<file path="src/rtl/dt_arbiter.sv">
// Round-robin display-ownership arbiter for the seven-segment path.
// Grants one of four requesters with a guaranteed minimum hold time.
module dt_arbiter #(
  parameter int TICK_DIV   = 100000,
  parameter int HOLD_TICKS = 500
) (
  input  logic         clk,
  input  logic         reset,
  input  logic [3:0]   req,
  input  logic [127:0] data_in,
  output logic [3:0]   gnt,
  output logic [1:0]   owner,
  output logic         busy,
  output logic [31:0]  num_out,
  output logic         hold_done
);

  // state | meaning
  // IDLE  | no grant; num_out keeps the last shown value
  // OWN   | one requester owns the display; hold timer running
  typedef enum logic {IDLE, OWN} state_t;

  localparam int PW = (TICK_DIV > 1) ? $clog2(TICK_DIV) : 1;
  localparam int HW = (HOLD_TICKS > 0) ? $clog2(HOLD_TICKS + 1) : 1;
  localparam logic [PW-1:0] PRES_LAST = PW'(TICK_DIV - 1);
  localparam logic [HW-1:0] HOLD_MAX  = HW'(HOLD_TICKS);

  state_t         state_q, state_d;
  logic [1:0]     ptr_q, ptr_d;
  logic [PW-1:0]  pres_q, pres_d;
  logic [HW-1:0]  hold_cnt_q, hold_cnt_d;
  logic [3:0]     gnt_q, gnt_d;
  logic [1:0]     owner_q, owner_d;
  logic           busy_q, busy_d;
  logic [31:0]    num_out_q, num_out_d;
  logic           hold_done_q, hold_done_d;

  logic           grant_new;
  logic [1:0]     new_owner;
  logic [3:0]     others;
  logic           tick;

  // First set bit of mask, scanning start, start+1, ... modulo 4.
  function automatic logic [1:0] rr_pick(input logic [3:0] mask, input logic [1:0] start);
    logic [1:0] idx;
    logic [1:0] pick;
    logic       found;
    pick  = start;
    found = 1'b0;
    for (int k = 0; k < 4; k++) begin
      idx = start + 2'(k);
      if (!found && mask[idx]) begin
        pick  = idx;
        found = 1'b1;
      end
    end
    return pick;
  endfunction

  function automatic logic [31:0] slice_of(input logic [127:0] d, input logic [1:0] i);
    return d[{i, 5'd0} +: 32];
  endfunction

  always_comb begin
    state_d    = state_q;
    ptr_d      = ptr_q;
    pres_d     = pres_q;
    hold_cnt_d = hold_cnt_q;
    gnt_d      = gnt_q;
    owner_d    = owner_q;
    busy_d     = busy_q;
    num_out_d  = num_out_q;
    grant_new  = 1'b0;
    new_owner  = owner_q;
    others     = req & ~gnt_q;
    tick       = (pres_q == PRES_LAST);

    case (state_q)
      IDLE: begin
        if (|req) begin
          grant_new = 1'b1;
          new_owner = rr_pick(req, ptr_q);
        end
      end
      OWN: begin
        if (!req[owner_q]) begin
          // A release wins over hold expiry in the same cycle.
          if (|others) begin
            grant_new = 1'b1;
            new_owner = rr_pick(others, ptr_q);
          end else begin
            state_d    = IDLE;
            gnt_d      = 4'b0000;
            busy_d     = 1'b0;
            pres_d     = '0;
            hold_cnt_d = '0;
          end
        end else if (hold_done_q && (|others)) begin
          grant_new = 1'b1;
          new_owner = rr_pick(others, owner_q + 2'd1);
        end else begin
          pres_d = tick ? '0 : pres_q + PW'(1);
          if (tick && (hold_cnt_q != HOLD_MAX))
            hold_cnt_d = hold_cnt_q + HW'(1);
          num_out_d = slice_of(data_in, owner_q);
        end
      end
      default: begin
        state_d = IDLE;
      end
    endcase

    if (grant_new) begin
      state_d    = OWN;
      owner_d    = new_owner;
      gnt_d      = 4'b0001 << new_owner;
      busy_d     = 1'b1;
      ptr_d      = new_owner + 2'd1;
      pres_d     = '0;
      hold_cnt_d = '0;
      num_out_d  = slice_of(data_in, new_owner);
    end

    hold_done_d = (hold_cnt_d == HOLD_MAX);
  end

  always_ff @(posedge clk) begin
    if (reset) begin
      state_q     <= IDLE;
      ptr_q       <= 2'd0;
      pres_q      <= '0;
      hold_cnt_q  <= '0;
      gnt_q       <= 4'b0000;
      owner_q     <= 2'd0;
      busy_q      <= 1'b0;
      num_out_q   <= 32'd0;
      hold_done_q <= 1'b0;
    end else begin
      state_q     <= state_d;
      ptr_q       <= ptr_d;
      pres_q      <= pres_d;
      hold_cnt_q  <= hold_cnt_d;
      gnt_q       <= gnt_d;
      owner_q     <= owner_d;
      busy_q      <= busy_d;
      num_out_q   <= num_out_d;
      hold_done_q <= hold_done_d;
    end
  end

  assign gnt       = gnt_q;
  assign owner     = owner_q;
  assign busy      = busy_q;
  assign num_out   = num_out_q;
  assign hold_done = hold_done_q;

endmodule

</file>
<file path="config.mk">
export PLATFORM = sky130hd
export DESIGN_NAME = dt_arbiter
export DESIGN_NICKNAME = d
export VERILOG_FILES = /design/src/rtl/dt_arbiter.sv
export SDC_FILE = /design/constraint.sdc
export NUM_CORES = 1
export LEC_CHECK = 0
export CORE_MARGIN = 1
export CORE_UTILIZATION = 40
export CTS_CLUSTER_DIAMETER = 50
export DETAILED_ROUTE_END_ITERATION = 12
export MAX_ROUTING_LAYER = met4
export PLACE_DENSITY = 0.78
export REMOVE_ABC_BUFFERS = 1
export SLEW_MARGIN = 20
export SYNTH_ARGS = -nofsm -noshare
export SYNTH_HDL_FRONTEND = slang
export SYNTH_SLANG_ARGS = --single-unit
</file>
<file path="constraint.sdc">
create_clock -name clk -period 2.94 [get_ports clk]
set_clock_uncertainty 0.2 [all_clocks]
set_input_delay 0.441 -clock clk [delete_from_list [all_inputs] [get_ports clk]]
set_output_delay 0.441 -clock clk [all_outputs]
set_load 0.05 [all_outputs]
</file>
==> impl_metrics.py <==
metrics = {
    "sta": {
        "setup_viol": 0,
        "period_minus_slack_ns": 2.863,
        "slew_headroom_pct": 58.17,
        "rsz0062_at_grt": "yes",
        "hold_violations": 0,
        "clock.fmax_mhz": 349.3,
        "report.final.slew_viol_count": 0,
        "final.period_utilization_pct": 97.38,
        "setup_tns_ns": 0,
        "tightest_slew_ns": 0.6209,
    },
    "critical_path": {
        "slowest_delay_ns": 0.57,
        "start_kind": "flop",
        "crit_chain": "nand2b_1, buf_6, nand4_4, buf_4, a21o_1, or3_4, nor2_4, nand4_1, or4b_1, a21oi_2",
        "r2r_cells": 10,
        "rrSetupSlack_ns": 0.08,
        "path_max_fanout": 6,
        "timing.rr.end": "pres_q[13]",
        "endpoint_kind": "flop",
        "timing.rr.start": "gnt[1]",
        "cp_slowest_cell": "or4b_1",
        "worst-setup-path-type": "flop to flop",
        "cp.required_ns": 3.01,
        "crit_arrival_ns": 2.93,
    },
    "worst_hold_path": {
        "holdPathEnd": "num_out[29]",
        "hold_path.class": "flop to flop",
        "min_path_cells": 2,
        "worstHoldStart": "num_out[29]",
    },
    "flow_run": {
        "max_cap_violations": 0,
    },
    "synth": {
        "synth_area_leaders": "dfxtp_1 32%, mux2i_1 15%, a2bb2oi_1 6.3%",
        "synth_area_mm2": 0.004304,
        "ys.flop_type": "dfxtp_1",
        "synth_top_area_share_pct": 32.09,
        "yosys.area.top_type": "dfxtp_1",
        "synthArstFlopShare_pct": 0,
        "synth_area_per_cell_um2": 8.748,
        "yosys_register_bits": 69,
        "synth_cell_types": 66,
        "ys_seq_area_share_pct": 32.09,
        "synth_commonest_cells": "69 x dfxtp_1, 64 x mux2i_1, 42 x nor2_1",
        "synthCells": 492,
        "synth_edf_count": 0,
        "synthMostInstantiatedCell": "dfxtp_1",
        "ys.warnings.count": 0,
    },
    "routing": {
        "viasPerCell": 5.518,
        "routed_wl_um": 14830,
        "post_drt_wl_per_cell_um": 16.95,
        "drt_first_pass_iters": 5,
        "ant_nets": 0,
        "first_iter_violations": 254,
        "drc_errors": 0,
        "vias": 4828,
    },
    "power_and_ir_drop": {
        "power.ir.vdd_worst_mv": 0.2918,
        "power.density_mw_per_mm2": 508.1,
        "p_leak_nw": 2.794,
    },
    "clock_network": {
        "cts.htree.levels": 3,
        "tritoncts": "built",
        "cts_hold_buf": 0,
        "cts-root-buf": "clkbuf_8",
        "clkSinkCount": 69,
        "clk_path_buf_depth": 2,
        "insertion_delay_ns": 0.35,
        "cts_made_buffers": 9,
        "clk_pin_slew_ns": 0.08,
    },
    "floorplan": {
        "die_x_um": 105.7,
        "ios": 174,
        "die_h_um": 105.7,
        "initial_core_util_pct": 41.51,
        "rows": 37,
        "die_area_mm2": 0.01118,
        "core-area_mm2": 0.01037,
    },
    "global_route": {
        "grt_pass1_vias": 4794,
        "grtUsageTotal_pct": 26.70,
        "grt_remaining_overflow": 0,
        "grt_pass1_wl_um": 22930,
        "grt_max_degree": 32,
        "antenna_found_initial": 0,
    },
    "layout": {
        "diodes": 0,
        "drive_gt1_share_pct": 20.16,
        "area_growth_pct": 65.49,
        "num-fill-cells": 811,
        "fin_util_pct": 68.69,
        "final_cells": 875,
        "final_nets": 875,
        "design_area_mm2": 0.007123,
    },
    "place": {
        "place_area_mm2": 0.006734,
        "dp_cells": 850,
        "place.port_buffers": 173,
        "gp_congestion": 0.8769,
        "dp_hpwl_um": 11650,
    },
    "status": {
        "status": "completed",
    },
}
## through the flow
stage	total power, W	setup WS [ns]	hold WS, ns
floorplan	0.002198	-4.100	0.2492
global placement	0.002889	-0.4295	0.2553
detailed placement	0.002908	-0.4534	0.2667
CTS	0.003623	0.05428	0.2878
global route	0.003769	-0.07177	0.3119
finish	0.003619	0.07705	0.2863
## routing by layer
layer	GRT usage (%)	vias to the layer above	part of all wire [%]
met1	29.52	2315	41
met2	47.43	170	52
li1	-	2312	-
met4	10.22	0	2.7
met5	-	-	0
met3	4.947	31	4.7
## layout make-up
class                           instances  area, um2  area share [%]
Inverter                                9      33.78          0.4743
Clock buffer                            9      123.9           1.739
Clock inverter                          7      50.05          0.7026
Multi-Input combinational cell        382       2845           39.94
Timing Repair Buffer                  263       2500           35.10
Tap cell                              136      170.2           2.389
Sequential cell                        69       1400           19.66
## worst max path at each step
stage | startpoint | depth (start not counted) | slack [ns] | end
2_1_floorplan | owner[1] | 7 | -4.10 | num_out[26]
3_3_place_gp | req[0] | 11 | -0.43 | num_out[26]
3_5_place_dp | req[2] | 11 | -0.45 | num_out[26]
4_1_cts | pres_q[15] | 8 | 0.05 | hold_done
5_1_grt | pres_q[7] | 8 | -0.07 | hold_done
6_report | gnt[1] | 10 | 0.08 | pres_q[13]
## report_power, final
| part | total (W) | internal (W) | switching, W |
|---|---|---|---|
| Clock | 0.000697 | 0.000307 | 0.000390 |
| Sequential | 0.00114 | 0.00105 | 0.0000905 |
| Combinational | 0.00178 | 0.000847 | 0.000935 |
## flip-flops by register name, indices dropped and copies added (netlist names)
name / count
owner: 2
hold_done: 1
state_q: 1
gnt: 4
ptr_q: 2
hold_cnt_q: 9
busy: 1
num_out: 32
pres_q: 17
## cell usage in the layout, fill, tap and decap left out, types with 6 or more instances in the layout
master,count
clkdlybuf4s50_1,169
buf_4,78
mux2i_1,63
dfxtp_1,58
nor2_1,41
o21ai_1,32
a2bb2oi_1,31
nand2_1,27
a21oi_1,19
o21ai_0,16
nand3_1,11
nor2b_1,10
clkbuf_8,9
dfxtp_2,9
nor3_1,8
inv_1,8
nand4_1,8
nand2b_1,6
xor2_1,6
xnor2_1,6
ha_1,6
buf_12,6
buf_6,6
## cells by family (layout without fill, tap and decap cells)
kind of cell	after synthesis	after routing	synth area share [%]
xor+xnor	12	12	2.442
compound gates	143	143	22.91
flops	69	69	32.09
buf+inv	41	288	4.767
simple gates	150	150	18.81
mux	69	69	16.71
fa+ha+maj	8	8	2.267
## worst max-delay path, delay by kind of cell (launching register included)
kind,cells,cell delay (ns)
AO/OA/AOI/OAI,2,0.32
AND/OR/NAND/NOR,6,1.58
buffers and inverters,2,0.32
flip-flops,1,0.36
## what timing repair did
| action | in CTS | in global routing |
|---|---|---|
| buffers inserted | 3 | 6 |
| pin swaps | 6 | 11 |
| endpoints found under the setup margin | 34 | 9 |
| gates resized for setup | 16 | 27 |
(Power assumes the default switching activity.)
